<file path="src/rtl/tomasulo_inst_queue.sv">
// In-order instruction queue feeding the Tomasulo issue port.
// Buffers packed instruction words in a circular FIFO and decodes the
// head entry into issue fields. The fields stay stable until inst_ack.
// Also keeps an issued-instruction counter and a stall-cycle counter.
module tomasulo_inst_queue #(
  parameter int DEPTH = 8,
  parameter int PTR_W = $clog2(DEPTH)
) (
  input  logic             clk,
  input  logic             rst,
  input  logic             flush,
  input  logic             wr_valid,
  input  logic [31:0]      wr_inst,
  output logic             wr_ready,
  output logic             inst_valid,
  output logic [2:0]       inst_op,
  output logic [3:0]       inst_rs,
  output logic [3:0]       inst_rt,
  output logic [3:0]       inst_rd,
  output logic [31:0]      inst_imm,
  input  logic             inst_ack,
  output logic [PTR_W:0]   count,
  output logic             full,
  output logic             empty,
  output logic [15:0]      issue_count,
  output logic [15:0]      stall_count
);

  localparam logic [PTR_W:0] DEPTH_C = (PTR_W+1)'(DEPTH);

  logic [31:0]      mem [DEPTH];
  logic [PTR_W-1:0] wp;
  logic [PTR_W-1:0] rp;
  logic [31:0]      head;
  logic             push;
  logic             pop;

  // Status comes from the occupancy counter, so full/empty never alias.
  assign full       = (count == DEPTH_C);
  assign empty      = (count == '0);
  assign wr_ready   = !full;
  assign inst_valid = !empty;

  // Flush wins over both push and pop in the same cycle.
  assign push = wr_valid && !full && !flush;
  assign pop  = inst_valid && inst_ack && !flush;

  // Decode the head entry; fields are forced to zero while empty.
  always_comb begin
    head     = empty ? 32'd0 : mem[rp];
    inst_op  = head[31:29];
    inst_rs  = head[28:25];
    inst_rt  = head[24:21];
    inst_rd  = head[20:17];
    inst_imm = {{15{head[16]}}, head[16:0]};
  end

  // Storage array write; contents intentionally have no reset.
  always_ff @(posedge clk) begin
    if (push) begin
      mem[wp] <= wr_inst;
    end
  end

  // Pointer and occupancy update.
  always_ff @(posedge clk or posedge rst) begin
    if (rst) begin
      wp    <= '0;
      rp    <= '0;
      count <= '0;
    end else if (flush) begin
      wp    <= '0;
      rp    <= '0;
      count <= '0;
    end else begin
      if (push) wp <= wp + 1'b1;
      if (pop)  rp <= rp + 1'b1;
      case ({push, pop})
        2'b10:   count <= count + 1'b1;
        2'b01:   count <= count - 1'b1;
        default: count <= count;
      endcase
    end
  end

  // Performance counters: issues wrap, stalls saturate; flush keeps both.
  always_ff @(posedge clk or posedge rst) begin
    if (rst) begin
      issue_count <= '0;
      stall_count <= '0;
    end else begin
      if (pop) issue_count <= issue_count + 16'd1;
      if (inst_valid && !inst_ack && (stall_count != 16'hFFFF))
        stall_count <= stall_count + 16'd1;
    end
  end

endmodule
</file>
<file path="config.mk">
export PLATFORM = sky130hd
export DESIGN_NAME = tomasulo_inst_queue
export DESIGN_NICKNAME = d
export VERILOG_FILES = /design/src/rtl/tomasulo_inst_queue.sv
export SDC_FILE = /design/constraint.sdc
export NUM_CORES = 1
export LEC_CHECK = 0
export CAP_MARGIN = 20
export CORE_UTILIZATION = 50
export DETAILED_ROUTE_END_ITERATION = 10
export PLACE_DENSITY = 0.74
export REMOVE_ABC_BUFFERS = 1
export SLEW_MARGIN = 15
export SYNTH_ARGS = -nofsm -noshare
export SYNTH_HDL_FRONTEND = slang
export SYNTH_SLANG_ARGS = --single-unit
</file>
<file path="constraint.sdc">
create_clock -name clk -period 4.1 [get_ports clk]
set_input_delay 0.82 -clock clk [delete_from_list [all_inputs] [get_ports clk]]
set_output_delay 0.82 -clock clk [all_outputs]
set_load 0.005 [all_outputs]
</file>
After elaboration in Yosys (flattened, before gate mapping). Memory sizes are Yosys's and may differ from the RTL's. Cells that the tools add are included. Widths: inputs -> output; s select.

Bits in registers: 42. Latch bits: 0. RAM bits: 256. Memory bits (read-only): 0. Input port bits: 37. Output and inout port bits: 87. Logic and storage cells: 39. Memories kept: 1.

Memory list: mem (depth 8, bits a word 32, read ports 1, clocked after Yosys merged registers in 0, wr ports 1, line 31) `logic [31:0] mem [DEPTH];`.

Add/subtract/negate cells: 6. Multipliers: 0. Divide/modulo/power cells: 0. Magnitude comparators: 0. Equality and inequality tests: 4. Shifts and indexed selects: 0. Muxes and demuxes: 9. Bitwise gates (word level): 0. Reductions and logical operators: 14.

Operators by type and width (number): $add 16x1->16 const B (2); $mux 32 (1); $ne 16x16->1 const B (1); $mux 3 (4); $pmux 4 s2 (1); $add 3x1->3 const B (2); $logic_and 1x1->1 (6); $add 4x1->4 const B (1); $eq 4x4->1 const B (1); $logic_not 1->1 (4); $logic_not 4->1 (1); $mux 4 (1); $reduce_bool 2->1 (2); $sub 4x1->4 const B (1); $reduce_bool 3->1 (1); $eq 2x1->1 const B (1); $eq 2x2->1 const B (1); $mux 1 (2).

Longest topological paths before layout.
Word-level depth: 7. Depth in mapped cells: 11. Gate-level depth less buffers: 9.

Worst setup path before layout. No wires, ideal clock.

Path kind: input to register. Start point: in wr_valid. End point: mem mem[0][0] (enable). Library setup time: 0.461 ns. Data arrival time: 3.805 ns. Data required time: 3.639 ns. Slack: -0.166 ns. Stages on the path: 4. Buffers on the path: 1. Cells stage by stage: clkbuf_1 -> nand2_1 -> or3_1 -> nor3_1.

Cells in the longest elaborated chain, start to end: 4.

RTL lines: start, declared (line 12) `input logic wr_valid,`; $logic_and 1x1->1 (2 in series) (line 45) `assign push = wr_valid && !full && !flush;`; $mux 1 (line 60) `if (push) begin`; $mux 1 (not written as such) (line 61) `mem[wp] <= wr_inst;`; end, declared (line 31).

Every way passes these cells.

Worst setup path after layout.
Start point: reg rp[0]. End point: out inst_rt[2].

Cells in the longest elaborated chain, start to end: 2.

RTL lines: start, declared (line 33) `logic [PTR_W-1:0] rp;`; start signal, assigned (line 77) `if (pop) rp <= rp + 1'b1;`; $mem_v2 8x32; $mux 32 (line 50) `head = empty ? 32'd0 : mem[rp];`; end, declared (line 18) `output logic [3:0] inst_rt,`.

Every way passes these cells.

==> flow_summary_export.csv <==
group,metric,value,unit
sta,maxClockFrequency,261,MHz
min_path,hold_end,"issue_count[15]$_DFFE_PP0P_",
floorplan,row_count,56,
synth,synth_seq_area_share,0.725,
worst_setup_path,ff2ff_setup_slack,1160,ps
clocking,cts_max_path_buffers,3,
layout,nNetsFinal,815,
placement,place.gp.congestion,0.822,
synth,synth.mux.area_fraction,0.150,
global_route,first_global_vias,6643,
clocking,postCtsHoldBufs,0,
synth,synth-main-ff-cell,"edfxtp_1",
worst_setup_path,cp_data_required_time,3280,ps
global_route,global_route.usage.total,0.200,
synth,synthArstFlopShare,0.141,
worst_setup_path,list_of_cells_traversed_by_the_critical_path,"buf_12 -> mux4_2 -> mux2i_1 -> nor2_1 -> clkdlybuf4s50_1",
synth,synth-adder-area-share,0.00623,
detailed_routing,via_per_inst,5.62,
placement,preCtsSetupSlack,626,ps
floorplan,initial_util,0.512,
worst_setup_path,critical_path.slowest_cell,"dfrtp_4",
floorplan,dieHeight,157,um
synth,synth_top_cells_by_count,"edfxtp_1 (256), mux4_2 (64), nor2_1 (46)",
min_path,holdCritPathClass,"reg2reg",
global_route,global_route.usage.met2,0.343,
power,leakage,4.77,nW
synth,ys_top_cells_by_area,"edfxtp_1 (64%), mux4_2 (12%), dfrtp_1 (8.7%)",
worst_setup_path,crit_path_end_kind,"primary output",
synth,ys.warnings.count,0,
floorplan,dieWidth,157,um
synth,number_of_flops_mapped_to_enable_cells_by_yosys,256,
synth,synth.avg_cell_area,18.6,um^2
synth,synth_top_family_by_area,"multiplexers",
min_path,worst_hold_path.num_cells,1,
sta,post-route-period-util,0.935,
detailed_routing,drtIter0Drc,396,
clocking,clkSlewWorstSetupHoldPaths,60,ps
worst_setup_path,worst_r2r_path_depth,8,
sta,worst_path_setup_slack_after_routing,265,ps
flow_run,max_cap_violations,0,
status,outcome,"finished, final reports clean",
min_path,hold_path.startpoint,"issue_count[15]$_DFFE_PP0P_",
sta,maxSlewViolCount,0,
global_route,first_pass_grt_wire_length,36800,um
detailed_routing,drc,0,
global_route,antenna_found_initial,3,
clocking,tritoncts,"yes",
layout,finish.utilization,0.623,
clocking,h-tree-depth,1,
worst_setup_path,worst_path_dominant_cell_family,"buffers and inverters",
synth,synth_xor_area_frac,0.0233,
floorplan,design.die.area,0.0247,mm^2
placement,io_buffers,123,
clocking,total_clock_buffers_created_by_cts,30,
detailed_routing,finalWirelength,24000,um
sta,finalClockSkew,9.66,ps
global_route,global_route.peak_usage_layer,"met2",
clocking,cts.root.buffer_cell,"clkbuf_16",
sta,slew_headroom,0.448,
power,max-vdd-ir-drop,336,uV
worst_setup_path,worst_path_arrival,3010,ps
synth,synthSimpleGateAreaFrac,0.0585,
synth,post-synth-top-count-cell,"edfxtp_1",
global_route,global_route.usage.met1,0.258,
floorplan,coreArea,0.0235,mm^2
clocking,clkSinkCount,298,
sta,rsz0062_at_grt,"no",
global_route,use_met3,0.0427,
sta,setup_violations,0,
worst_setup_path,worst-path-buf-inv,2,
synth,yosysTopAreaCell,"edfxtp_1",
sta,tightestPinTransition,822,ps
detailed_routing,route.detailed.wl_per_inst,21.5,um
floorplan,design.portCount,124,
worst_setup_path,crit_fanout,30,
placement,detailed_place_hpwl,13900,um
worst_setup_path,criticalPathCategory,"reg2out",
layout,post_route_cells_drive_above_1_share,0.184,
detailed_routing,drt_pre_antenna_iters,4,
sta,holdWs,482,ps
synth,synth.cell_area,0.0120,mm^2
worst_setup_path,worstReg2RegStart,"count[0]$_DFFE_PP0P_",
layout,area_growth_syn_to_layout,21.7,%
sta,finalWorstPathRequiredPeriod,3830,ps
worst_setup_path,crit_path_start_kind,"flip-flop",
global_route,grt_start_max_net_pins,43,
clocking,clock_insertion_delay_worst_skew,550,ps
synth,synthDominantCellAreaShare,0.638,
detailed_routing,drt.antenna.violating_nets,0,
synth,post_synth_num_cell_types,49,
synth,synth_compound_gate_area_share,0.0126,
worst_setup_path,critPathMaxStageDelay,800,ps
layout,number_of_filler_cells_placed_in_the_layout,1684,
power,powerDensity,534,mW/mm^2
synth,synth.ff_latch_count,298,
sta,report.final.hold_viol_count,0,
synth,syn-instance-count,647,
worst_setup_path,reg2reg_to,"count[3]$_DFFE_PP0P_",
detailed_routing,vias,6270,
global_route,overall_overflow_remaining_after_global_route,0,
## per-stage QoR
stage	total power, mW	instance area, um^2	setup TNS, ps	std cells
global placement	5.19	13700	0	1059
CTS	7.92	14700	0	1113
detailed placement	5.23	13700	0	1059
global route	8.16	14700	0	1114
floorplan	4.42	11800	-20610	602
finish	7.83	14700	0	1115
## worst max path at each step
stage | endpoint | slack, ps | from | cells past startpoint
6_report | inst_rt[2] | 270 | rp[0]$_DFFE_PP0P_ | 5
5_1_grt | inst_rt[0] | 100 | rp[0]$_DFFE_PP0P_ | 5
4_1_cts | inst_imm[24] | 100 | rp[0]$_DFFE_PP0P_ | 4
3_5_place_dp | count[3]$_DFFE_PP0P_ | 630 | flush | 8
3_3_place_gp | count[3]$_DFFE_PP0P_ | 720 | flush | 8
2_1_floorplan | inst_imm[16] | -950 | rp[0]$_DFFE_PP0P_ | 3
## registers in the layout, summed over array words and instances, names as in the netlist
register     count
issue_count     16
count            4
wp               3
stall_count     16
mem            256
rp               3
## layer usage
| layer | up-vias | part of all wire | routed length (um) |
|---|---|---|---|
| met4 | 2 | 0.014 | 328 |
| met2 | 214 | 0.50 | 12100 |
| met3 | 28 | 0.074 | 1770 |
| li1 | 2808 | - | - |
| met1 | 3218 | 0.41 | 9790 |
| met5 | - | 0.00046 | 11 |
## logic make-up (layout without fill, tap and decap cells)
logic type	count (synthesis)	after routing
flip-flops	298	298
AO/OA/AOI/OAI	21	21
AND/OR/NAND/NOR	136	136
buffers and inverters	54	201
adder cells (fa/ha/maj)	6	6
multiplexers	100	100
XOR/XNOR	32	32
other	0	2
## repair_timing
action                                  4_1_cts  5_1_grt
resized for setup                             0        1
hold endpoints to repair                      0        0
endpoints found under the setup margin        0       16
buffers inserted                              0        0
## cell type report
cell class                 instances  area (um^2)  area share
antenna                            2         5.00    0.000341
multi-input combinational        295         3080       0.210
clock inverter                    16          185      0.0126
timing repair buffer             138         1420      0.0967
tap                              319          399      0.0272
sequential                       298         8740       0.596
clock buffer                      38          801      0.0546
inverter                           9         38.8     0.00264
## report_power, final
| part | internal (mW) | switching, mW | leakage, nW |
|---|---|---|---|
| sequential | 3.42 | 0.172 | 2.87 |
| combinational | 0.909 | 0.649 | 1.42 |
| clock | 1.62 | 1.06 | 0.486 |
| total | 5.95 | 1.88 | 4.77 |
## cell usage in the layout, fill, tap and decap left out, drive strengths merged, types with 5 or more instances in the layout
master         count
edfxtp           256
clkdlybuf4s50    123
mux4              64
nor2              46
dfrtp             42
clkbuf            38
mux2i             32
xnor2             19
nand2             18
buf               15
xor2              13
clkinv            13
nand4             12
nand3             12
nor3              11
inv                8
nor4               7
a21oi              7
and3               6
ha                 6
nand2b             5
(Power assumes the default switching activity.)
